==> src/rtl/toggle_debouncer.sv <==
// Synchronizes and debounces a raw button, emitting one registered t pulse per
// accepted press plus a debounced level, wrapping press count and shadow T-FF state.
module toggle_debouncer #(
  parameter int SYNC_STAGES     = 2,
  parameter int DEBOUNCE_CYCLES = 4,
  parameter int CNT_W           = $clog2(DEBOUNCE_CYCLES + 1)
) (
  input  logic       clk,
  input  logic       rst,
  input  logic       btn_in,
  output logic       t,
  output logic       btn_level,
  output logic [7:0] press_count,
  output logic       tq
);

  typedef enum logic [1:0] {IDLE, PRESS_WAIT, PRESSED, RELEASE_WAIT} state_t;

  localparam logic [CNT_W-1:0] CNT_ONE  = CNT_W'(1);
  localparam logic [CNT_W-1:0] CNT_LAST = CNT_W'(DEBOUNCE_CYCLES - 1);
  // A one-sample qualification window skips both wait states entirely.
  localparam bit ONE_SHOT = (DEBOUNCE_CYCLES == 1);

  logic [SYNC_STAGES-1:0] sync_q;
  logic                   btn_sync;
  state_t                 state, state_nxt;
  logic [CNT_W-1:0]       cnt, cnt_nxt;
  logic                   accept;
  logic                   level_nxt;

  assign btn_sync = sync_q[SYNC_STAGES-1];

  always_ff @(posedge clk) begin
    if (!rst) sync_q <= '0;
    else      sync_q <= {sync_q[SYNC_STAGES-2:0], btn_in};
  end

  always_ff @(posedge clk) begin
    if (!rst) begin
      state       <= IDLE;
      cnt         <= '0;
      t           <= 1'b0;
      btn_level   <= 1'b0;
      press_count <= 8'd0;
      tq          <= 1'b0;
    end else begin
      state       <= state_nxt;
      cnt         <= cnt_nxt;
      t           <= accept;
      btn_level   <= level_nxt;
      press_count <= accept ? press_count + 8'd1 : press_count;
      tq          <= tq ^ accept;
    end
  end

  always_comb begin
    state_nxt = state;
    cnt_nxt   = cnt;
    accept    = 1'b0;
    level_nxt = btn_level;
    case (state)
      IDLE: begin
        if (btn_sync) begin
          if (ONE_SHOT) begin
            state_nxt = PRESSED;
            accept    = 1'b1;
          end else begin
            state_nxt = PRESS_WAIT;
            cnt_nxt   = CNT_ONE;
          end
        end
      end
      PRESS_WAIT: begin
        if (!btn_sync) begin
          state_nxt = IDLE;
          cnt_nxt   = '0;
        end else if (cnt == CNT_LAST) begin
          state_nxt = PRESSED;
          cnt_nxt   = '0;
          accept    = 1'b1;
        end else begin
          cnt_nxt = cnt + CNT_ONE;
        end
      end
      PRESSED: begin
        if (!btn_sync) begin
          if (ONE_SHOT) begin
            state_nxt = IDLE;
            level_nxt = 1'b0;
          end else begin
            state_nxt = RELEASE_WAIT;
            cnt_nxt   = CNT_ONE;
          end
        end
      end
      RELEASE_WAIT: begin
        // A bounce back high re-enters PRESSED silently; only presses toggle.
        if (btn_sync) begin
          state_nxt = PRESSED;
          cnt_nxt   = '0;
        end else if (cnt == CNT_LAST) begin
          state_nxt = IDLE;
          cnt_nxt   = '0;
          level_nxt = 1'b0;
        end else begin
          cnt_nxt = cnt + CNT_ONE;
        end
      end
      default: begin
        state_nxt = IDLE;
        cnt_nxt   = '0;
      end
    endcase
    if (accept) level_nxt = 1'b1;
  end

endmodule

==> config.mk <==
export PLATFORM = sky130hd
export DESIGN_NAME = toggle_debouncer
export DESIGN_NICKNAME = d
export VERILOG_FILES = /design/src/rtl/toggle_debouncer.sv
export SDC_FILE = /design/constraint.sdc
export NUM_CORES = 1
export LEC_CHECK = 0
export ABC_AREA = 0
export BUFFER_PORTS_ARGS = -buffer_cell sky130_fd_sc_hd__clkbuf_2
export CORE_ASPECT_RATIO = 1.25
export CORE_UTILIZATION = 44
export DETAILED_ROUTE_END_ITERATION = 8
export GPL_TIMING_DRIVEN = 0
export PLACE_DENSITY = 0.74
export SLEW_MARGIN = 15
export SYNTH_ARGS = -nofsm -noshare
export SYNTH_HDL_FRONTEND = slang
export SYNTH_SLANG_ARGS = --single-unit
==> constraint.sdc <==
create_clock -name clk -period 1.44 [get_ports clk]
set_input_delay 0.072 -clock clk [delete_from_list [all_inputs] [get_ports clk]]
set_output_delay 0.072 -clock clk [all_outputs]
set_load 0.005 [all_outputs]
---- Word level (Yosys, flattened, before mapping) ----
Cells that the tools add are included.
word-level totals
  output and inout bits ................... 11
  flip-flop bits (word level) ............. 18
operators by class
  muxes and demuxes ....................... 20
  eq/ne operators ......................... 9
  bitwise gates (word level) .............. 1
  reduce and logical (&&, ||, !) cells .... 6
  add/sub/neg operators ................... 2
operator list
  kind                   number
  $mux W3                5
  $mux W2                6
  $pmux W3 S4            1
  $add A8 B1 Y8 const B  1
  $pmux W2 S4            1
  $mux W1                7
  $ne A3 B3 Y1 const B   2
  $eq A2 B2 Y1 const B   2
  $ne A2 B2 Y1 const B   2
  $reduce_and A4 Y1      1
  $reduce_bool A2 Y1     2
  $add A3 B1 Y3 const B  1
  $eq A3 B2 Y1 const B   1
  $reduce_and A3 Y1      1
  $eq A2 B1 Y1 const B   1
  $logic_not A2 Y1       1
  $ne A2 B1 Y1 const B   1
  $reduce_and A2 Y1      1
  $xor A1 B1 Y1          1

---- Longest topological paths before layout ----
Gate-level depths: netlist (run 1).
  depth in word-level cells ............... 6
  mapped depth ............................ 5
  depth with buffers taken out ............ 4

---- Worst setup path after synthesis (run 1) ----
No wires, ideal clock.
  path type ............................... register to register
  start point ............................. register cnt[0]
  end point ............................... register press_count[3]
  path buffers ............................ 0
  cell stages (with the launch flop) ...... 5
  clock period less this slack ............ 1355 ps
  slack ................................... 85 ps
  arrival time ............................ 1284 ps
  cells stage by stage .................... dfxtp_1 > ha_1 > nand3b_4 > or4_1 > a21oi_1
on the way
  word-level cells in the longest chain between the ends .. 4
RTL lines
  what                    line  source
  from (decl)             27    logic [CNT_W-1:0] cnt, cnt_nxt;
  from (signal assigned)  48    cnt <= cnt_nxt;
  $eq A3 B2 Y1            77    end else if (cnt == CNT_LAST) begin
  $mux W1                 77
  $mux W1                 74    if (!btn_sync) begin
  $mux W1                 61    case (state)
  to (signal assigned)    51    press_count <= accept ? press_count + 8'd1 : press_count;
  to (decl)               13    output logic [7:0] press_count,
No other way between the ends.
A chain may end at the register's enable or synchronous reset.

---- Worst setup path in the final report (run 1) ----
  start point ............................. register press_count[0]
  end point ............................... register press_count[2]
on the way
  word-level cells in the longest chain between the ends .. 1
RTL lines
  what           line
  $add A8 B1 Y8  51
No other way between the ends.

==> impl_metrics.env, run 1 <==
export IMPL_seq_power_share=0.649
export IMPL_post_drt_wl_per_cell_um=11.6
export IMPL_ys_seq_elements=18
export IMPL_async_flop_share=0
export IMPL_combPwrFrac=0.053
export IMPL_skew_ps=5.34
export IMPL_slew_headroom=0.745
export IMPL_final_max_slew_viol_count=0
export IMPL_cp_required_ps=1650
export IMPL_min_from="rst"
export IMPL_yosysUniqueCellTypes=30
export IMPL_arrival_ps=1570
export IMPL_clock_sinks=18
export IMPL_hold_viol_final=0
export IMPL_rsz0062_at_grt="no"
export IMPL_yosysWarnings=0
export IMPL_synth_ff_type="dfxtp_1"
export IMPL_final_cells=121
export IMPL_max_freq_mhz=738
export IMPL_syn_nets=91
export IMPL_drc_errors=0
export IMPL_gr_total_overflow=0
export IMPL_power_switching_uw=171
export IMPL_drtAntennaViolNets=0
export IMPL_yosys_area_top_type_share=0.452
export IMPL_yosys_area_top_type="dfxtp_1"
export IMPL_switching_share=0.215
export IMPL_cts_clk_slew_worst_paths_ps=100
export IMPL_p_int_uw=623
export IMPL_r2r_slack_ps=80
export IMPL_antenna_cells=0
export IMPL_ios=14
export IMPL_synth_common_cells="dfxtp_1 (18), a21oi_1 (10), nand2_1 (10)"
export IMPL_drive_gt1_frac=0.262
export IMPL_rows=16
export IMPL_startpoint_type="flop"
export IMPL_timing_rr_start="press_count[0]$_SDFFE_PN0P_"
export IMPL_nets=110
export IMPL_max_vdd_ir_drop_mv=0.538
export IMPL_clk_latency_ps=280
export IMPL_fin_hold_ws_ps=79.3
export IMPL_cts_root_buf="clkbuf_4"
export IMPL_grt_usage=0.167
export IMPL_core_area_sq_um=1620
export IMPL_numCtsBuffers=3
export IMPL_leakagePower_nw=0.389
export IMPL_h_tree_depth=1
export IMPL_cts_tree="done"
export IMPL_cts_max_path_buffers=2
export IMPL_avgSynthCellArea_sq_um=9.27
export IMPL_grt_max_degree=11
export IMPL_min_period_ps=1360
export IMPL_port_buffers=13
export IMPL_initial_core_util=0.492
export IMPL_synth_edf_count=0
export IMPL_max_cap_viol_count=0
export IMPL_drt_wl_total_mm=1.40
export IMPL_grt_pass1_wl_mm=2.37
export IMPL_vias=656
export IMPL_synth_most_common_cell="dfxtp_1"
export IMPL_synthToLayoutAreaGrowth_pct=17.6
export IMPL_worstMarginPinSlew_ps=382
export IMPL_r2r_end="press_count[2]$_SDFFE_PN0P_"
export IMPL_ys_top_cells_by_area="dfxtp_1 (45%), a21oi_1 (6.3%), nand2_1 (4.7%)"
export IMPL_routabilityCongestion=0.717
export IMPL_dieArea_sq_um=1990
export IMPL_routed_via_density=5.42
export IMPL_critPathMaxFanout=6
export IMPL_reg2reg_depth=4
export IMPL_path_class="reg2reg"
export IMPL_drt_initial_drc_count=8
export IMPL_antenna_found_initial=0
export IMPL_power_frac_clock=0.298
export IMPL_fp_dieH_um=49.6
export IMPL_die_x_um=40.1
export IMPL_dp_cells=117
export IMPL_synthCells=86
export IMPL_synth_cell_area_sq_um=797
export IMPL_dp_hpwl_mm=1.01
export IMPL_min_path_type="in2reg"
export IMPL_hold_path_depth=3
export IMPL_seq_area_frac_synth=0.452
export IMPL_finalSetupViolCount=0
export IMPL_min_period_over_period=0.941
export IMPL_worst_setup_path_end_kind="flop"
export IMPL_fin_tns_setup_ps=0
export IMPL_dr_pass1_iters=4
export IMPL_grt_pass1_vias=562
export IMPL_outcome="finished, final reports clean"
export IMPL_power_density_nw_per_um2=847
export IMPL_min_to="press_count[5]$_SDFFE_PN0P_"
-- per-stage QoR --
step           power [mW]  instance area, sq um   util  setup slack, ps
6_report            0.794                   937  0.578             84.7
5_1_grt             0.835                   937  0.578             6.92
4_1_cts             0.807                   921  0.568             2.21
3_5_place_dp        0.566                   885  0.546            -22.1
3_3_place_gp        0.564                   885  0.546            -2.30
2_1_floorplan       0.550                   797      -             84.7
-- registers in the layout (all words and copies together) (netlist names), named ones only --
| signal | flops |
|---|---|
| t | 1 |
| sync_q | 2 |
| btn_level | 1 |
| tq | 1 |
| state | 1 |
| cnt | 3 |
| press_count | 8 |
-- what timing repair did --
| item | in CTS | in global routing |
|---|---|---|
| resized for setup | 2 | 6 |
| setup buffers | 0 | 0 |
| hold buffers | 1 | 0 |
| setup endpoints to repair | 3 | 6 |
| hold endpoints to repair | 1 | 0 |
| pin swaps | 1 | 1 |
-- critical path, stage by stage, from the launching register on --
cell and delay, ps:
dfxtp_2 380, ha_1 200, inv_1 60, or4_1 500
a21oi_1 150
-- worst max path at each step --
stage / cells past startpoint / endpoint / startpoint
after CTS: 4 / press_count[3]$_SDFFE_PN0P_ / cnt[0]$_SDFFE_PN0P_
final: 4 / press_count[2]$_SDFFE_PN0P_ / press_count[0]$_SDFFE_PN0P_
after floorplan: 4 / press_count[3]$_SDFFE_PN0P_ / cnt[0]$_SDFFE_PN0P_
after detailed placement: 5 / press_count[4]$_SDFFE_PN0P_ / cnt[0]$_SDFFE_PN0P_
after global placement: 5 / press_count[3]$_SDFFE_PN0P_ / cnt[0]$_SDFFE_PN0P_
after global routing: 3 / press_count[6]$_SDFFE_PN0P_ / flop
-- layer usage --
metal  wire length (um)  vias to the layer above  share of wire  track usage
li1                   -                      346              -            -
met1                700                      299           0.50        0.229
met2                658                        9           0.47        0.242
met3                 29                        2          0.021       0.0270
met4                 14                        0          0.010       0.0862
met5                  0                        -              0            0
-- cells by family after synthesis --
| kind of cell | share of synthesized area |
|---|---|
| adder cells (fa/ha/maj) | 0.0314 |
| buffers and inverters | 0.0251 |
| flip-flops | 0.452 |
| multiplexers | 0.0377 |
| AO/OA/AOI/OAI | 0.144 |
| XOR/XNOR | 0.0110 |
| AND/OR/NAND/NOR | 0.298 |
-- layout make-up --
| cell class | count | area (sq um) |
|---|---|---|
| fill | 142 | 684 |
| multi-input combinational | 63 | 429 |
| sequential | 18 | 367 |
| timing repair buffer | 14 | 75.1 |
| clock buffer | 3 | 22.5 |
| tap | 18 | 22.5 |
| buffer | 3 | 13.8 |
| inverter | 2 | 7.51 |
-- cell usage in the layout, fill, tap and decap left out, drive strengths merged --
| cell type | instances |
|---|---|
| clkbuf | 18 |
| dfxtp | 18 |
| a21oi | 10 |
| nand2 | 10 |
| nand2b | 6 |
| o31ai | 4 |
| o21ai | 4 |
| nor4 | 3 |
| mux2i | 3 |
| or4 | 3 |
| nand3b | 3 |
| and2 | 2 |
| or3 | 2 |
| ha | 2 |
| clkinv | 1 |
| buf | 1 |
| nor3 | 1 |
| and3b | 1 |
| o211ai | 1 |
| xor2 | 1 |
| and3 | 1 |
| nand4 | 1 |
| nor3b | 1 |
| and4 | 1 |
| o21a | 1 |
| or2 | 1 |
| inv | 1 |
| nand4b | 1 |
| dlygate4sd3 | 1 |
-- power by group through the flow --
| stage | clock network (mW) | logic (mW) | registers (mW) |
|---|---|---|---|
| final | 0.237 | 0.0421 | 0.515 |
| after floorplan | 0 | 0.0251 | 0.525 |
| after CTS | 0.251 | 0.0422 | 0.514 |
| after detailed placement | 0 | 0.0405 | 0.525 |
| after global routing | 0.271 | 0.0473 | 0.516 |
| after global placement | 0 | 0.0391 | 0.525 |
Note: power is estimated with default switching activity, not from simulation.
==> inputs of run 2 (changes only) <==
- CORE_UTILIZATION: 44 -> 47
- PLACE_DENSITY: 0.74 -> 0.78
- RECOVER_POWER: not set -> 25
==> run 2 against run 1 <==
  * Largest cell class unchanged
  * Routed wire length up 8.2%
  * Utilization grew 1.9 points
  * Clock-buffer cell count unchanged
  * Critical path depth shrank 1
  * Critical path type unchanged
==> impl_metrics.env, run 2 (synthesized netlist as in run 1, its figures left out) <==
export IMPL_outcome="finished, final reports clean"
export IMPL_drt_initial_drc_count=13
export IMPL_drtAntennaViolNets=0
export IMPL_drt_wl_total_mm=1.52
export IMPL_hold_path_depth=3
export IMPL_cts_max_path_buffers=2
export IMPL_layout_common_cells="dfxtp_1 (15), clkbuf_2 (12), a21oi_1 (10), nand2_1 (10), nand2b_1 (6)"
export IMPL_seq_power_share=0.646
export IMPL_power_switching_uw=176
export IMPL_min_period_over_period=0.964
export IMPL_synthToLayoutAreaGrowth_pct=18.4
export IMPL_rows=16
export IMPL_gr_total_overflow=0
export IMPL_fillers=148
export IMPL_arrival_ps=1610
export IMPL_clk_latency_ps=280
export IMPL_final_max_slew_viol_count=0
export IMPL_cp_required_ps=1660
export IMPL_dieArea_sq_um=1870
export IMPL_slew_headroom=0.725
export IMPL_dp_hpwl_um=993
export IMPL_h_tree_depth=1
export IMPL_power_density_nw_per_um2=847
export IMPL_antenna_found_initial=0
export IMPL_critPathMaxFanout=9
export IMPL_cts_clk_slew_worst_paths_ps=90
export IMPL_drc_errors=0
export IMPL_worstMarginPinSlew_ps=410
export IMPL_total_power_uw=799
export IMPL_final_cells=122
export IMPL_ios=14
export IMPL_dr_pass1_iters=4
export IMPL_dpl_instance_area_sq_um=885
export IMPL_routed_via_density=5.52
export IMPL_combPwrFrac=0.053
export IMPL_worst_setup_path_end_kind="flop"
export IMPL_skew_ps=1.90
export IMPL_path_class="reg2reg"
export IMPL_grt_pass1_wl_mm=2.16
export IMPL_grt_max_degree=11
export IMPL_dp_cells=117
export IMPL_final_common_cell="dfxtp_1"
export IMPL_fin_util=0.597
export IMPL_leakagePower_nw=0.389
export IMPL_cts_root_buf="clkbuf_4"
export IMPL_hold_viol_final=0
export IMPL_max_vdd_ir_drop_mv=0.641
export IMPL_largest_reg_flops=8
export IMPL_max_cap_viol_count=0
export IMPL_power_frac_clock=0.301
export IMPL_drive_gt1_frac=0.240
export IMPL_cts_tree="done"
export IMPL_grt_usage=0.170
export IMPL_finalSetupViolCount=0
export IMPL_fp_dieH_um=48.0
export IMPL_numCtsBuffers=3
export IMPL_max_freq_mhz=720
export IMPL_routabilityCongestion=0.682
export IMPL_top_regs="press_count x8, cnt x3, sync_q x2"
export IMPL_switching_share=0.220
export IMPL_initial_core_util=0.504
export IMPL_fin_tns_setup_ps=0
export IMPL_die_x_um=38.8
export IMPL_regMostFlops="press_count"
export IMPL_min_path_type="in2reg"
export IMPL_startpoint_type="flop"
export IMPL_core_area_sq_um=1580
export IMPL_vias=673
export IMPL_port_buffers=13
export IMPL_reg2reg_depth=3
export IMPL_post_drt_wl_per_cell_um=12.5
export IMPL_min_period_ps=1390
export IMPL_p_int_uw=623
export IMPL_antenna_cells=0
export IMPL_design_area_sq_um=943
export IMPL_clock_sinks=18
export IMPL_grt_pass1_vias=540
export IMPL_nets=111
-- run 2: changes by cell type in the layout (fill, tap and decap cells not counted), sizes merged --
cell	delta
buf	+1
-- run 2: per-layer routing --
metal  vias up  GRT usage  part of all wire  routed length (um)
met2        18      0.290              0.51                 772
met5         -          0                 0                   0
met1       299      0.197              0.45                 681
met4         0     0.0966             0.011                  16
li1        352          -                 -                   -
met3         4     0.0326             0.032                  48
-- run 2: timing repair --
item / in CTS / in global routing
pin swaps: 1 / 2
hold endpoints to repair: 1 / 0
setup endpoints to repair: 4 / 4
hold buffers: 1 / 0
setup buffers: 1 / 0
resized for setup: 2 / 5
-- run 2: path summary, 6_finish.rpt --
check                         from                           to  slack (ps)
max          state[0]$_SDFFE_PN0P_  press_count[4]$_SDFFE_PN0P_          50
min                            rst  press_count[6]$_SDFFE_PN0P_          80
min reg2reg   sync_q[0]$_SDFF_PN0_         sync_q[1]$_SDFF_PN0_         450
max reg2reg  state[0]$_SDFFE_PN0P_  press_count[4]$_SDFFE_PN0P_          50
-- run 2: final cells by class --
type                            instances  area [sq um]  area share
Tap cell                               18          22.5      0.0239
Clock buffer                            3          22.5      0.0239
Timing Repair Buffer                   15          80.1      0.0849
Inverter                                2          7.51     0.00796
Sequential cell                        18           364       0.386
Buffer                                  3          13.8      0.0146
Multi-Input combinational cell         63           433       0.459
-- run 2: power groups by stage --
stage | registers, mW | clock network (mW) | logic [mW]
2_1_floorplan | 0.525 | 0 | 0.0251
3_3_place_gp | 0.525 | 0 | 0.0388
3_5_place_dp | 0.525 | 0 | 0.0401
4_1_cts | 0.514 | 0.253 | 0.0427
5_1_grt | 0.517 | 0.271 | 0.0470
6_report | 0.516 | 0.240 | 0.0425
-- run 2: stage by stage --
stage	hold slack, ps	setup WS (ps)
after floorplan	199	84.7
after global placement	278	-5.47
after detailed placement	283	-64.9
after CTS	67.9	2.76
after global routing	89.8	-14.5
final	77.8	51.5
-- run 2: worst max-delay path, stage by stage, from the launching register on --
cell and delay, ps:
dfxtp_1 500, nand3b_4 160, or4_4 520, a21oi_1 140
==> inputs of run 3 (changes only) <==
- BUFFER_PORTS_ARGS: -buffer_cell sky130_fd_sc_hd__clkbuf_2 -> not set
- CAP_MARGIN: not set -> 25
- CORE_ASPECT_RATIO: 1.25 -> not set
- CORE_UTILIZATION: 47 -> 53
- DONT_BUFFER_PORTS: not set -> 1
- PLACE_DENSITY: 0.78 -> 0.77
- REMOVE_ABC_BUFFERS: not set -> 1
==> run 3 against run 2 <==
  * Clock power up 2%
  * Worst hold slack worse by 44 ps
  * Die area down 11%
  * Utilization up 10 points
  * Sequential share of layout area up 0.88 points
  * Critical path type unchanged
  * Critical endpoint is now press_count[3]$_SDFFE_PN0P_
  * Highest routed layer unchanged
==> impl_metrics.env, run 3 (synthesized netlist as in run 1, its figures left out) <==
export IMPL_dr_pass1_iters=4
export IMPL_nets=101
export IMPL_r2r_end="press_count[3]$_SDFFE_PN0P_"
export IMPL_cts_root_buf="clkbuf_4"
export IMPL_max_vdd_ir_drop_mv=0.783
export IMPL_regArea_sq_um=373
export IMPL_drt_initial_drc_count=16
export IMPL_timing_rr_start="cnt[0]$_SDFFE_PN0P_"
export IMPL_min_to="press_count[2]$_SDFFE_PN0P_"
export IMPL_power_density_nw_per_um2=840
export IMPL_total_power_uw=794
export IMPL_finalSetupViolCount=0
export IMPL_worstMarginPinSlew_ps=406
export IMPL_fin_tns_setup_ps=0
export IMPL_routabilityCongestion=0.642
export IMPL_skew_ps=0.688
export IMPL_cts_tree="done"
export IMPL_r2r_slack_ps=30
export IMPL_hold_path_depth=2
export IMPL_fp_dieH_um=40.8
export IMPL_grt_pass1_wl_mm=2.08
export IMPL_h_tree_depth=1
export IMPL_grt_pass1_vias=513
export IMPL_drtAntennaViolNets=0
export IMPL_top_regs="press_count x8, cnt x3, sync_q x2"
export IMPL_core_area_sq_um=1350
export IMPL_ios=14
export IMPL_initial_core_util=0.590
export IMPL_largest_reg_flops=8
export IMPL_min_from="rst"
export IMPL_grt_max_degree=14
export IMPL_clk_latency_ps=290
export IMPL_drt_wl_total_mm=1.74
export IMPL_drive_gt1_frac=0.245
export IMPL_gr_total_overflow=0
export IMPL_numCtsBuffers=3
export IMPL_final_common_cell="dfxtp_1"
export IMPL_startpoint_type="flop"
export IMPL_max_freq_mhz=709
export IMPL_cts_clk_slew_worst_paths_ps=90
export IMPL_synthToLayoutAreaGrowth_pct=18.5
export IMPL_multi_input_area_sq_um=465
export IMPL_cp_required_ps=1660
export IMPL_final_max_slew_viol_count=0
export IMPL_min_path_type="in2reg"
export IMPL_antenna_found_initial=0
export IMPL_post_drt_wl_per_cell_um=15.9
export IMPL_cts_max_path_buffers=2
export IMPL_crit_start="cnt[0]$_SDFFE_PN0P_"
export IMPL_max_cap_viol_count=0
export IMPL_port_buffers=0
export IMPL_rows=13
export IMPL_leakagePower_nw=0.382
export IMPL_drc_errors=0
export IMPL_antenna_cells=0
export IMPL_outcome="finished, final reports clean"
export IMPL_arrival_ps=1630
export IMPL_routed_via_density=6.20
export IMPL_path_class="reg2reg"
export IMPL_vias=676
export IMPL_die_x_um=40.8
export IMPL_critPathMaxFanout=6
export IMPL_reg2reg_depth=4
export IMPL_hold_viol_final=0
export IMPL_regMostFlops="press_count"
export IMPL_grt_usage=0.196
export IMPL_min_period_over_period=0.980
export IMPL_clock_sinks=18
export IMPL_layout_common_cells="dfxtp_1 (12), nand2_1 (10), a21oi_1 (9)"
export IMPL_worst_setup_path_end_kind="flop"
export IMPL_min_period_ps=1410
export IMPL_dieArea_sq_um=1660
export IMPL_slew_headroom=0.729
export IMPL_fillers=104
## run 3: worst max-delay path by stage
stage                                        to  slack [ps]  depth (start not counted)
finish              press_count[3]$_SDFFE_PN0P_          30                          4
global route        press_count[2]$_SDFFE_PN0P_         -10                          4
detailed placement  press_count[3]$_SDFFE_PN0P_        -150                          4
global placement    press_count[3]$_SDFFE_PN0P_         -70                          4
CTS                 press_count[3]$_SDFFE_PN0P_           3                          4
floorplan           press_count[3]$_SDFFE_PN0P_          30                          4
## run 3: through the flow
step / hold WS [ps] / util / area [sq um] / worst slack, ps / instances
finish: 33.7 / 0.700 / 945 / 28.6 / 109
global route: 27.5 / 0.700 / 945 / -12.1 / 109
CTS: 22.1 / 0.662 / 893 / 3.03 / 106
detailed placement: 199 / 0.595 / 803 / -155 / 98
global placement: 194 / 0.595 / 803 / -67.9 / 98
floorplan: 189 / - / 785 / 27.6 / 83
## run 3: area by class of cell
| type | instances | share of cell area |
|---|---|---|
| Tap cell | 15 | 0.0199 |
| Sequential cell | 18 | 0.395 |
| Multi-Input combinational cell | 64 | 0.493 |
| Timing Repair Buffer | 7 | 0.0609 |
| Clock buffer | 3 | 0.0238 |
| Inverter | 2 | 0.00795 |
## run 3: layer usage
metal / up-vias / wire length [um] / track usage
li1: 341 / - / -
met1: 321 / 737 / 0.218
met2: 12 / 925 / 0.336
met3: 2 / 54 / 0.0870
met4: 0 / 18 / 0.0500
met5: - / 0 / 0
## run 3: repair_timing
action                                  4_1_cts  5_1_grt
resized for setup                             8        7
pin swaps                                     1        1
setup buffers                                 3        2
gates cloned                                  0        1
endpoints found under the setup margin        6        7
hold buffers                                  2        0
endpoints found under the hold margin        10        0
## run 3: where the power goes
part / switching (mW) / total, mW / internal (mW)
Clock: 0.147 / 0.245 / 0.0974
Sequential: 0.0111 / 0.516 / 0.505
Combinational: 0.0186 / 0.0331 / 0.0146
Total: 0.177 / 0.794 / 0.617
## run 3: critical path: stages (launching register included)
cell and delay (ps):
dfxtp_4 370, ha_4 170, nand3b_4 110, or4_4 530, a21oi_2 160
